<file path="src/rtl/softmax_pkg.sv">
// Shared FSM encoding and quantization bit-position helpers for softmax_stream.
package softmax_pkg;

  typedef enum logic {
    ST_LOAD  = 1'b0,
    ST_DRAIN = 1'b1
  } state_t;

  // The squared difference is Q(IW).(IW); the output field keeps OW/2 bits on each side of the point.
  function automatic int quant_lo(input int iw, input int ow);
    return iw - ow / 2;
  endfunction

  function automatic int quant_hi(input int iw, input int ow);
    return iw + ow / 2 - 1;
  endfunction

endpackage

</file>
<file path="src/rtl/sq_diff_quant.sv">
// Subtract-square-quantize datapath: (value - min_val)^2 reduced to the output fixed-point field.
// SOFTMAX_STREAM_SAT_EN selects saturation to all-ones instead of wrapping on overflow.
module sq_diff_quant
  import softmax_pkg::*;
#(
  parameter int IW = 16,
  parameter int OW = 16
) (
  input  logic [IW-1:0] value,
  input  logic [IW-1:0] min_val,
  output logic [OW-1:0] result
);

  localparam int LO = quant_lo(IW, OW);
  localparam int HI = quant_hi(IW, OW);

  logic [IW-1:0]   diff;
  logic [2*IW-1:0] sq;
  logic [OW-1:0]   field;
  logic            overflow;

  // min_val never exceeds value, so the unsigned difference cannot wrap.
  assign diff  = value - min_val;
  assign sq    = {{IW{1'b0}}, diff} * {{IW{1'b0}}, diff};
  assign field = sq[HI:LO];

`ifdef SOFTMAX_STREAM_SAT_EN
  if (HI < 2 * IW - 1) begin : g_ovf
    assign overflow = |sq[2*IW-1:HI+1];
  end else begin : g_no_ovf
    assign overflow = 1'b0;
  end
`else
  assign overflow = 1'b0;
`endif

  assign result = overflow ? {OW{1'b1}} : field;

endmodule

</file>
<file path="src/rtl/softmax_stream.sv">
// Row-buffered stream: loads DATA_LENGTH scores, then emits (x[i]-min(row))^2 per element.
// Optional SOFTMAX_STREAM_SAT_EN makes the quantizer saturate instead of wrap.
module softmax_stream
  import softmax_pkg::*;
#(
  parameter int INPUT_DATA_WIDTH  = 16,
  parameter int OUTPUT_DATA_WIDTH = 16,
  parameter int DATA_LENGTH       = 4
) (
  input  logic                         clk,
  input  logic                         rst_n,
  input  logic                         in_valid,
  output logic                         in_ready,
  input  logic [INPUT_DATA_WIDTH-1:0]  in_data,
  output logic                         out_valid,
  input  logic                         out_ready,
  output logic [OUTPUT_DATA_WIDTH-1:0] out_data,
  output logic                         out_last
);

  localparam int CW = (DATA_LENGTH > 1) ? $clog2(DATA_LENGTH) : 1;
  localparam logic [CW-1:0] LAST_IDX = CW'(DATA_LENGTH - 1);

  state_t                        state_reg, state_next;
  logic [CW-1:0]                 cnt_reg;
  logic [INPUT_DATA_WIDTH-1:0]   min_reg;
  logic [INPUT_DATA_WIDTH-1:0]   row_mem [DATA_LENGTH];
  logic [OUTPUT_DATA_WIDTH-1:0]  quant;
  logic                          accept, emit, at_last;

  assign accept  = in_valid && in_ready;
  assign emit    = out_valid && out_ready;
  assign at_last = (cnt_reg == LAST_IDX);

  always_ff @(posedge clk or negedge rst_n) begin
    if (!rst_n) state_reg <= ST_LOAD;
    else        state_reg <= state_next;
  end

  always_comb begin
    state_next = state_reg;
    case (state_reg)
      ST_LOAD:  if (accept && at_last) state_next = ST_DRAIN;
      ST_DRAIN: if (emit && at_last)   state_next = ST_LOAD;
      default:  state_next = ST_LOAD;
    endcase
  end

  // Output data is gated so nothing from the unreset buffer leaks out while loading.
  always_comb begin
    in_ready  = (state_reg == ST_LOAD);
    out_valid = (state_reg == ST_DRAIN);
    out_last  = out_valid && at_last;
    out_data  = out_valid ? quant : '0;
  end

  always_ff @(posedge clk or negedge rst_n) begin
    if (!rst_n) begin
      cnt_reg <= '0;
      min_reg <= '0;
    end else if (accept) begin
      cnt_reg <= at_last ? '0 : cnt_reg + 1'b1;
      if (cnt_reg == '0 || in_data < min_reg) min_reg <= in_data;
    end else if (emit) begin
      cnt_reg <= at_last ? '0 : cnt_reg + 1'b1;
    end
  end

  always_ff @(posedge clk) begin
    if (accept) row_mem[cnt_reg] <= in_data;
  end

  sq_diff_quant #(
    .IW (INPUT_DATA_WIDTH),
    .OW (OUTPUT_DATA_WIDTH)
  ) u_quant (
    .value   (row_mem[cnt_reg]),
    .min_val (min_reg),
    .result  (quant)
  );

endmodule

</file>
<file path="config.mk">
export PLATFORM = sky130hd
export DESIGN_NAME = softmax_stream
export DESIGN_NICKNAME = d
export VERILOG_FILES = /design/src/rtl/softmax_pkg.sv /design/src/rtl/sq_diff_quant.sv /design/src/rtl/softmax_stream.sv
export SDC_FILE = /design/constraint.sdc
export NUM_CORES = 1
export LEC_CHECK = 0
export BUFFER_PORTS_ARGS = -buffer_cell sky130_fd_sc_hd__buf_2
export CORE_ASPECT_RATIO = 1.2
export CORE_MARGIN = 5
export CORE_UTILIZATION = 35
export CTS_CLUSTER_DIAMETER = 80
export CTS_CLUSTER_SIZE = 8
export DETAILED_ROUTE_END_ITERATION = 10
export GPL_ROUTABILITY_DRIVEN = 1
export HOLD_SLACK_MARGIN = 0.06
export PLACE_DENSITY = 0.53
export SKIP_LAST_GASP = 1
export SLEW_MARGIN = 20
export SYNTH_ARGS = -nofsm -noshare
export SYNTH_HDL_FRONTEND = slang
export SYNTH_SLANG_ARGS = --single-unit
</file>
<file path="constraint.sdc">
create_clock -name clk -period 26.2 [get_ports clk]
set_input_delay 5.24 -clock clk [delete_from_list [all_inputs] [get_ports clk]]
set_output_delay 5.24 -clock clk [all_outputs]
set_load 0.01 [all_outputs]
</file>
==> flow_summary_export.csv <==
group,metric,value,unit
clocking,cts_root_buffer,"clkbuf_16",
clocking,insertion_delay,0.33,ns
detailed_routing,routed_wl,21.4,mm
placement,gp_congestion,0.827,
die,start_util,35.6,%
setup_path,reg2reg_depth,9,
grt,antenna_found_initial,0,
detailed_routing,drc,0,
placement,io_buffers,38,
detailed_routing,via_per_inst,4.69,
timing,tns,0,ns
setup_path,max_stage_delay,0.83,ns
synth,syn_inst,941,
layout,fin_nets,1244,
setup_path,worstSetupEndpointType,"output port",
clocking,cts_buffer_depth,2,
timing,drv_slew,0,
synth,ys_seq_elements,83,
die,io-pin-count,39,
synth,synth_edf_count,64,
setup_path,crit_arrival,9.90,ns
die,fp.dieW,164,µm
detailed_routing,ant_nets,0,
die,coreArea,28000,µm²
setup_path,worst_path_max_delay_cell,"xnor2_1",
synth,synth_cell_type_count,61,
setup_path,crit_path_start_kind,"flop",
synth,syn_area,9970,µm²
timing,fin_crit,15.14,ns
setup_path,rrSetupSlack,23.10,ns
run_status,status,"finished, final reports clean",
clocking,path_clk_slew,0.07,ns
setup_path,critPathBufInv,10,
synth,syn_nets,1205,
timing,slew_headroom,28.9,%
grt,first_global_vias,7032,
clocking,cts_setup_buffers,0,
min_path,whs_endpoint,"min_reg[3]",
synth,synth_warnings,0,
detailed_routing,firstDrtPassIters,5,
detailed_routing,drt_iter0_drc,326,
die,die_h,195,µm
timing,finalSetupViolCount,0,
synth,synth.avg_cell_area,10.6,µm²
timing,max_freq,66.1,MHz
die,rows,67,
timing,post-route-period-util,57.8,%
layout,areaGrowthSynthToFinish,9.27,%
timing,worstMarginPinSlew,1.06,ns
layout,drive_above_1_share,9.54,%
setup_path,crit_family,"adder cells",
clocking,clock-sinks,83,
setup_path,cp.required,20.96,ns
run,cap_viol_max_count,0,
die,dieArea,32000,µm²
detailed_routing,vias,6392,
setup_path,path_max_fanout,16,
setup_path,worstReg2RegStart,"min_reg[1]",
timing,rsz0062_at_grt,"false",
grt,track_usage,14.1,%
grt,grt-ovfl-total,0,
min_path,hold_class,"flop to flop",
min_path,min_path_cells,1,
layout,largest_reg_flops,64,
setup_path,r2r-end,"min_reg[0]",
synth,seq_area_frac_synth,24.0,%
placement,dp_hpwl,17.8,mm
layout,diodes,0,
grt,grt_start_max_net_pins,20,
clocking,cts_resized,0,
clocking,hold_buffers,0,
timing,hold_viol,0,
synth,synthArstFlopShare,22.9,%
clocking,htree_num_levels,3,
clocking,cts_tree,"yes",
detailed_routing,wl_per_cell,15.7,µm
min_path,hp-start,"min_reg[3]",
setup_path,cp_common_cell,"inv_1",
synth,synth_top_flop_cell,"edfxtp_1",
setup_path,worst-setup-path-type,"flop to output port",
timing,fin_skew,0.00692,ns
setup_path,path_depth,32,
grt,grt_pass1_wl,36.0,mm
clocking,numCtsBuffers,9,
-- worst register-to-register path, cell delays in order, from the launching register on --
cell      delay [ns]
dfrtp_1         0.37
inv_1           0.15
ha_1            0.25
a21o_1          0.15
a21o_1          0.19
a211oi_1        0.27
o21ai_1         0.12
o2111a_1        0.19
o31ai_4         0.86
mux2_2          0.42
-- per-layer routing --
metal  GRT usage (%)  vias up  wire length (µm)
met4            3.33        0               340
met2            25.2      110             11000
met1            18.5     3184              9570
li1                -     3078                 -
met5               0        -                 0
met3            1.06       20               502
-- how the worst max path moves through the flow --
| stage | startpoint | end |
|---|---|---|
| 2_1_floorplan | cnt_reg[0] | out_data[15] |
| 4_1_cts | cnt_reg[0] | out_data[15] |
| 3_5_place_dp | cnt_reg[0] | out_data[15] |
| 5_1_grt | cnt_reg[0] | out_data[15] |
| 3_3_place_gp | cnt_reg[0] | out_data[15] |
| 6_report | cnt_reg[0] | out_data[15] |
-- area by class of cell --
class / instances / area (µm²)
Sequential cell: 83 / 2400
Inverter: 247 / 927
Fill cell: 2821 / 17100
Multi-Input combinational cell: 596 / 6590
Tap cell: 379 / 474
Clock inverter: 7 / 61.3
Timing Repair Buffer: 43 / 228
Clock buffer: 9 / 225
-- per-stage QoR --
step | setup WS [ns] | std cells | hold WS, ns | instance area (µm²) | util (%)
2_1_floorplan | 12.28 | 941 | 0.458 | 9970 | -
3_3_place_gp | 11.48 | 1348 | 0.469 | 10600 | 37.9
3_5_place_dp | 11.31 | 1348 | 0.475 | 10600 | 37.9
4_1_cts | 10.94 | 1364 | 0.489 | 10900 | 38.9
5_1_grt | 10.51 | 1364 | 0.507 | 10900 | 38.9
6_report | 11.06 | 1364 | 0.484 | 10900 | 38.9
-- cells by family (layout without fill, tap and decap cells) --
group / count (synthesis) / after routing / synth area share [%]
AND/OR/NAND/NOR: 207 / 207 / 9.72
XOR/XNOR: 30 / 30 / 2.92
flip-flops: 83 / 83 / 24.0
adder cells (fa/ha/maj): 244 / 244 / 41.5
AO/OA/AOI/OAI: 82 / 82 / 6.32
buffers and inverters: 262 / 306 / 9.94
multiplexers: 33 / 33 / 5.53
-- cell usage after synthesis (all sizes together), types with 2 or more instances --
master / n / area, µm²
a2111oi: 2 / 23.8
a211oi: 7 / 52.6
a21o: 14 / 105
a21oi: 18 / 90.1
a31oi: 2 / 27.5
and2: 9 / 56.3
and3: 4 / 25.0
buf: 6 / 30.0
clkbuf: 9 / 33.8
clkinv: 3 / 11.3
dfrtp: 19 / 475
edfxtp: 64 / 1920
fa: 145 / 2900
ha: 99 / 1240
inv: 244 / 916
mux2: 17 / 191
mux4: 16 / 360
nand2: 61 / 229
nand2b: 7 / 43.8
nand3: 5 / 25.0
nand3b: 2 / 15.0
nand4: 4 / 40.0
nor2: 67 / 251
nor2b: 3 / 18.8
nor3: 21 / 105
nor3b: 2 / 15.0
nor4: 2 / 12.5
o21a: 9 / 67.6
o21ai: 12 / 60.1
o31a: 3 / 26.3
o31ai: 4 / 43.8
or2: 6 / 37.5
or3: 11 / 68.8
xnor2: 17 / 164
xor2: 12 / 105
-- cells in the final DEF, fill, tap and decap left out, types with 3 or more instances in the layout --
cell,count
ha_1,99
a21oi_1,18
o21ai_1,3
o31a_1,3
o21a_1,9
and3_1,4
clkinv_4,3
inv_2,3
dfrtp_1,19
nand2b_1,7
o31ai_1,3
xnor2_1,15
nand4_1,3
buf_2,38
a21o_1,14
or2_2,4
mux2_1,15
clkinv_1,3
nor2_1,67
fa_1,145
or3_1,11
a211oi_1,7
mux4_2,16
nand2_1,61
o21ai_0,9
clkbuf_16,9
buf_4,5
nor3_1,21
nand3_1,5
xor2_1,12
inv_1,241
edfxtp_1,64
nor2b_1,3
and2_1,9
Power is not shown: default switching activity piles up to over one toggle a cycle in this logic, so the estimate is an artifact.
